## src/rtl/lc3_dmem_responder.sv

```systemverilog
// LC-3 data-memory responder: one access at a time, WAIT_CYCLES wait states, DMem_ready pulse on completion.
// Latency WAIT_CYCLES+1 cycles from accept to ready; DMem_en is ignored while busy (requester holds off until DMem_ready).
module lc3_dmem_responder #(
    parameter int ADDR_W      = 8,
    parameter int WAIT_CYCLES = 0
) (
    input  logic        clock,
    input  logic        reset,
    input  logic        DMem_en,
    input  logic        DMem_rd,
    input  logic [15:0] DMem_addr,
    input  logic [15:0] DMem_din,
    output logic [15:0] DMem_dout,
    output logic        DMem_ready,
    output logic        busy,
    output logic        addr_err,
    output logic [15:0] rd_count,
    output logic [15:0] wr_count
);
    typedef enum logic [1:0] {S_IDLE, S_WAIT, S_RESP} state_t;

    localparam int         DEPTH   = 1 << ADDR_W;
    localparam logic [3:0] WAIT_LD = 4'(WAIT_CYCLES);

    logic [15:0] mem [DEPTH];

    state_t      state_q, state_d;
    logic        rd_q, rd_d;
    logic [15:0] addr_q, addr_d;
    logic [15:0] din_q, din_d;
    logic [3:0]  wcnt_q, wcnt_d;
    logic [15:0] dout_q, dout_d;
    logic [15:0] rd_count_q, rd_count_d;
    logic [15:0] wr_count_q, wr_count_d;
    logic        addr_err_q, addr_err_d;

    logic              cpl;
    logic              cpl_rd;
    logic [15:0]       cpl_addr;
    logic [15:0]       cpl_din;
    logic              cpl_oor;
    logic [ADDR_W-1:0] cpl_idx;
    logic              mem_we;

    always_comb begin
        state_d  = state_q;
        rd_d     = rd_q;
        addr_d   = addr_q;
        din_d    = din_q;
        wcnt_d   = wcnt_q;
        cpl      = 1'b0;
        cpl_rd   = rd_q;
        cpl_addr = addr_q;
        cpl_din  = din_q;
        case (state_q)
            S_IDLE, S_RESP: begin
                if (DMem_en) begin
                    rd_d   = DMem_rd;
                    addr_d = DMem_addr;
                    din_d  = DMem_din;
                    wcnt_d = WAIT_LD;
                    if (WAIT_CYCLES > 0) begin
                        state_d = S_WAIT;
                    end else begin
                        // Zero wait states: the accept edge is also the completion edge.
                        state_d  = S_RESP;
                        cpl      = 1'b1;
                        cpl_rd   = DMem_rd;
                        cpl_addr = DMem_addr;
                        cpl_din  = DMem_din;
                    end
                end else begin
                    state_d = S_IDLE;
                end
            end
            S_WAIT: begin
                if (wcnt_q <= 4'd1) begin
                    state_d = S_RESP;
                    cpl     = 1'b1;
                end else begin
                    wcnt_d = wcnt_q - 4'd1;
                end
            end
            default: state_d = S_IDLE;
        endcase
    end

    always_comb begin
        cpl_oor    = (cpl_addr >> ADDR_W) != 16'd0;
        cpl_idx    = cpl_addr[ADDR_W-1:0];
        mem_we     = cpl && !cpl_rd && !cpl_oor;
        dout_d     = dout_q;
        rd_count_d = rd_count_q;
        wr_count_d = wr_count_q;
        addr_err_d = addr_err_q | (cpl & cpl_oor);
        if (cpl && cpl_rd) begin
            dout_d = cpl_oor ? 16'h0000 : mem[cpl_idx];
            if (rd_count_q != 16'hFFFF) rd_count_d = rd_count_q + 16'd1;
        end
        if (cpl && !cpl_rd && wr_count_q != 16'hFFFF) wr_count_d = wr_count_q + 16'd1;
    end

    always_ff @(posedge clock or posedge reset) begin
        if (reset) begin
            state_q    <= S_IDLE;
            rd_q       <= 1'b0;
            addr_q     <= 16'h0000;
            din_q      <= 16'h0000;
            wcnt_q     <= 4'd0;
            dout_q     <= 16'h0000;
            rd_count_q <= 16'h0000;
            wr_count_q <= 16'h0000;
            addr_err_q <= 1'b0;
        end else begin
            state_q    <= state_d;
            rd_q       <= rd_d;
            addr_q     <= addr_d;
            din_q      <= din_d;
            wcnt_q     <= wcnt_d;
            dout_q     <= dout_d;
            rd_count_q <= rd_count_d;
            wr_count_q <= wr_count_d;
            addr_err_q <= addr_err_d;
        end
    end

    // Storage is deliberately left out of reset so contents survive a reset.
    always_ff @(posedge clock) begin
        if (mem_we) mem[cpl_idx] <= cpl_din;
    end

    assign DMem_dout  = dout_q;
    assign DMem_ready = (state_q == S_RESP);
    assign busy       = (state_q == S_WAIT);
    assign addr_err   = addr_err_q;
    assign rd_count   = rd_count_q;
    assign wr_count   = wr_count_q;
endmodule

```

## config.mk

```make
export PLATFORM = sky130hd
export DESIGN_NAME = lc3_dmem_responder
export DESIGN_NICKNAME = d
export VERILOG_FILES = /design/src/rtl/lc3_dmem_responder.sv
export SDC_FILE = /design/constraint.sdc
export NUM_CORES = 2
export LEC_CHECK = 0
export BUFFER_PORTS_ARGS = -buffer_cell sky130_fd_sc_hd__clkbuf_2
export CELL_PAD_IN_SITES_DETAIL_PLACEMENT = 0
export CELL_PAD_IN_SITES_GLOBAL_PLACEMENT = 1
export CORE_ASPECT_RATIO = 1.1
export CORE_MARGIN = 2
export CORE_UTILIZATION = 45
export DETAILED_ROUTE_END_ITERATION = 10
export HOLD_SLACK_MARGIN = 0.15
export PLACE_DENSITY = 0.63
export RECOVER_POWER = 50
export SLEW_MARGIN = 20
export SYNTH_ARGS = -nofsm -noshare
export SYNTH_HDL_FRONTEND = slang
export SYNTH_SLANG_ARGS = --single-unit
```

## constraint.sdc

```tcl
create_clock -name clock -period 4.13 [get_ports clock]
set_input_delay 0.826 -clock clock [delete_from_list [all_inputs] [get_ports clock]]
set_output_delay 0.826 -clock clock [all_outputs]
set_load 0.02 [all_outputs]
```

==> results.cfg <==
[placement]
place_hpwl_um = 362900
globalplace.congestion = 0.9197
dp_cells = 14100
port_buffers = 85

[critical_path]
r2r_slack_ps = 100
start_kind = input port
path_class = input port to flop
r2r_cells = 11
critPathArrivalTime_ps = 5020
reg2reg_from = addr_q[0]
cp.required_ps = 5030
cp_max_fo = 20
rr_endpoint = DMem_dout[5]
end_kind = flop

[detailed_routing]
drc_errors = 0
drtPass1Iterations = 6
ant_nets = 0
routed_wl_um = 542000
routedWlPerCell_um = 36.41
drt_iter0_markers = 12940
vias = 91770
via_per_inst = 6.165

[sta]
min_period_ps = 4116
finalCritPeriodShare_pct = 99.66
rsz0062_at_grt = no
finalSetupViolCount = 0
tightest_slew_ps = 3209
hold_viol_final = 0
fin_skew_ps = 72.17
slew_viol_final = 1089
max_freq_ghz = 0.2429
finalSetupTns_ps = 0
slew_headroom_pct = -113.9

[final_layout]
final_nets = 9807
area_growth_pct = 20.55
instances_no_fill = 14890
utilization_pct = 54.48
drive_above_1_share_pct = 30.99

[global_route]
grt_util_all_layers_pct = 29.63
grt_pass1_vias = 89860
grt_antenna_before_repair = 35
grt.overflow.total = 0
grt_max_degree = 102
grt_pass1_wl_um = 741500

[power]
intPower_mw = 71.63
switching_power_mw = 23.36
ir_drop_mv = 0.4272
p_per_area_mw_per_mm2 = 488.5
p_sw_share_pct = 24.59
cellLeakagePower_nw = 64.04
power_frac_seq_pct = 49.8
p_comb_share_pct = 11.2
clockPowerShare_pct = 39.0

[synth]
async_reset_ff_share_pct = 1.775
yosysUniqueCellTypes = 67
yosysWarnings = 0
ys_seq_area_share_pct = 77.41
synth-main-ff-cell = edfxtp_1
syn_area_per_cell_um2 = 19.42
synth_nets = 8343
synth_seq_cells = 4170
syn_area_mm2 = 0.1613
synth-edff-count = 4096
syn_inst = 8305

[worst_hold_path]
whs_path_depth = 4
hold_start = DMem_addr[11]
hold_end = addr_err
min_path_type = input port to flop

[status]
run_status = finished with violations
violations = capacitance limit, slew limit

[clock_tree]
cts_max_level = 5
clock-sinks = 4170
clockRootBuffer = clkbuf_16
clkTransAtPathRegs_ps = 60
postCtsSetupRepairBufs = 0
cts-buffers-inserted = 419
clockBufferDepth = 4
tritoncts = yes
clock_latency_ps = 1010

[floorplanning]
die_area_mm2 = 0.3632
fp.dieH_um = 631.9
io_pins = 87
start_util_pct = 45.20
die_w_um = 574.8
core.rowCount = 230
core_mm2 = 0.3568

[job]
drv_cap = 18
==> registers in the layout, summed over array words and instances, names as in the netlist <==
name,count
wr_count,16
DMem_dout,16
din_q,16
addr_q,8
mem,4096
state_q,1
addr_err,1
rd_count,16
==> how the worst max path moves through the flow <==
stage	from	endpoint	depth (start not counted)
after floorplan	DMem_en	mem[0][10]	6
after global placement	DMem_en	DMem_dout[7]	14
after detailed placement	DMem_en	DMem_dout[2]	11
after CTS	addr_q[0]	DMem_dout[5]	12
after global routing	DMem_en	mem[82][14]	5
final	DMem_en	DMem_dout[10]	8
==> layout make-up <==
type | instances | area, um^2
Antenna cell | 24 | 60.06
Sequential cell | 4170 | 124900
Inverter | 13 | 101.3
Fill cell | 27750 | 162400
Tap cell | 4756 | 5951
Clock buffer | 533 | 11120
Multi-Input combinational cell | 3654 | 34490
Clock inverter | 226 | 2042
Timing Repair Buffer | 1511 | 15810
==> layer usage <==
metal / wire, um / track usage (%) / part of all wire [%]
met1: 204000 / 40.07 / 38
met4: 30740 / 13.81 / 5.7
met2: 254500 / 46.84 / 47
met5: 53 / 0 / 0.0098
met3: 52700 / 5.576 / 9.7
==> stage by stage <==
stage | total power [mW] | cell area, um^2 | setup WS (ps) | hold WS (ps)
after floorplan | 53.17 | 161300 | -370.8 | 565.2
after global placement | 58.67 | 181800 | -894.7 | 438.1
after detailed placement | 58.80 | 181800 | -926.0 | 443.4
after CTS | 95.41 | 195000 | 49.77 | 212.9
after global routing | 97.30 | 194400 | 29.17 | 265.6
final | 94.98 | 194400 | 13.92 | 286.3
==> kinds of logic after synthesis <==
logic type	synth area share, %
compound gates	1.855
buf+inv	1.537
fa+ha+maj	0.01551
xor+xnor	0.1629
flops	77.41
other cells	0.002325
simple gates	5.732
mux	13.28
==> cells in the mapped netlist (all sizes together) (58+ instances only) <==
master | instances | share of area (%)
edfxtp | 4096 | 76
mux2i | 100 | 0.65
nand2 | 1167 | 2.7
a21oi | 101 | 0.31
mux4 | 895 | 12
and3 | 60 | 0.23
a31oi | 58 | 0.22
buf | 315 | 1.1
clkbuf | 153 | 0.36
dfrtp | 74 | 1.1
nand4 | 67 | 0.26
nand3 | 464 | 1.4
nor2 | 343 | 0.80
==> placed cells by master (no fill, tap or decap), types with 9 or more instances in the layout <==
master / Yosys / layout
nor4_1: 24 / 16
nand2_1: 1167 / 1153
clkbuf_8: 0 / 12
xnor2_1: 24 / 24
clkbuf_16: 0 / 423
bufinv_16: 0 / 26
mux4_2: 895 / 895
nand4_1: 67 / 67
buf_12: 0 / 387
nand2_2: 0 / 14
clkinv_1: 0 / 80
clkbuf_2: 0 / 91
clkinv_2: 0 / 71
inv_6: 1 / 12
a211oi_1: 15 / 14
a2111oi_0: 9 / 9
a311oi_1: 26 / 25
clkbuf_1: 153 / 145
buf_4: 65 / 970
nor2_1: 343 / 205
a32oi_1: 37 / 37
clkinvlp_4: 0 / 19
o22ai_1: 46 / 46
mux2i_1: 95 / 96
a22oi_1: 23 / 23
edfxtp_1: 4096 / 4096
nor3_1: 17 / 17
diode_2: 0 / 24
and3_1: 60 / 60
nand3_1: 464 / 464
o2111ai_1: 19 / 19
o21ai_0: 31 / 29
mux2_2: 19 / 13
a32o_1: 11 / 11
dfrtp_1: 74 / 74
a31oi_1: 58 / 57
a21oi_1: 101 / 99
nor2_2: 0 / 132
==> worst max-delay path, cell delays in order <==
cell      delay, ps
clkbuf_1        190
buf_12          210
buf_4           270
nand2_1         160
clkbuf_1       1600
nand2_1         900
o211ai_1        470
o311a_1         250
==> power groups by stage <==
| stage | Combinational (mW) | Clock [mW] | Sequential, mW |
|---|---|---|---|
| after floorplan | 4.80 | 0 | 48.4 |
| after global placement | 10.5 | 0 | 48.2 |
| after detailed placement | 10.6 | 0 | 48.2 |
| after CTS | 10.7 | 37.5 | 47.3 |
| after global routing | 10.9 | 39.1 | 47.3 |
| final | 10.6 | 37.0 | 47.3 |
==> repair_timing <==
action	in CTS	in global routing
setup endpoints to repair	5	4
hold buffers	2	0
gates resized for setup	5	4
endpoints found under the hold margin	49	0
Power figures use the tool's default switching activity.
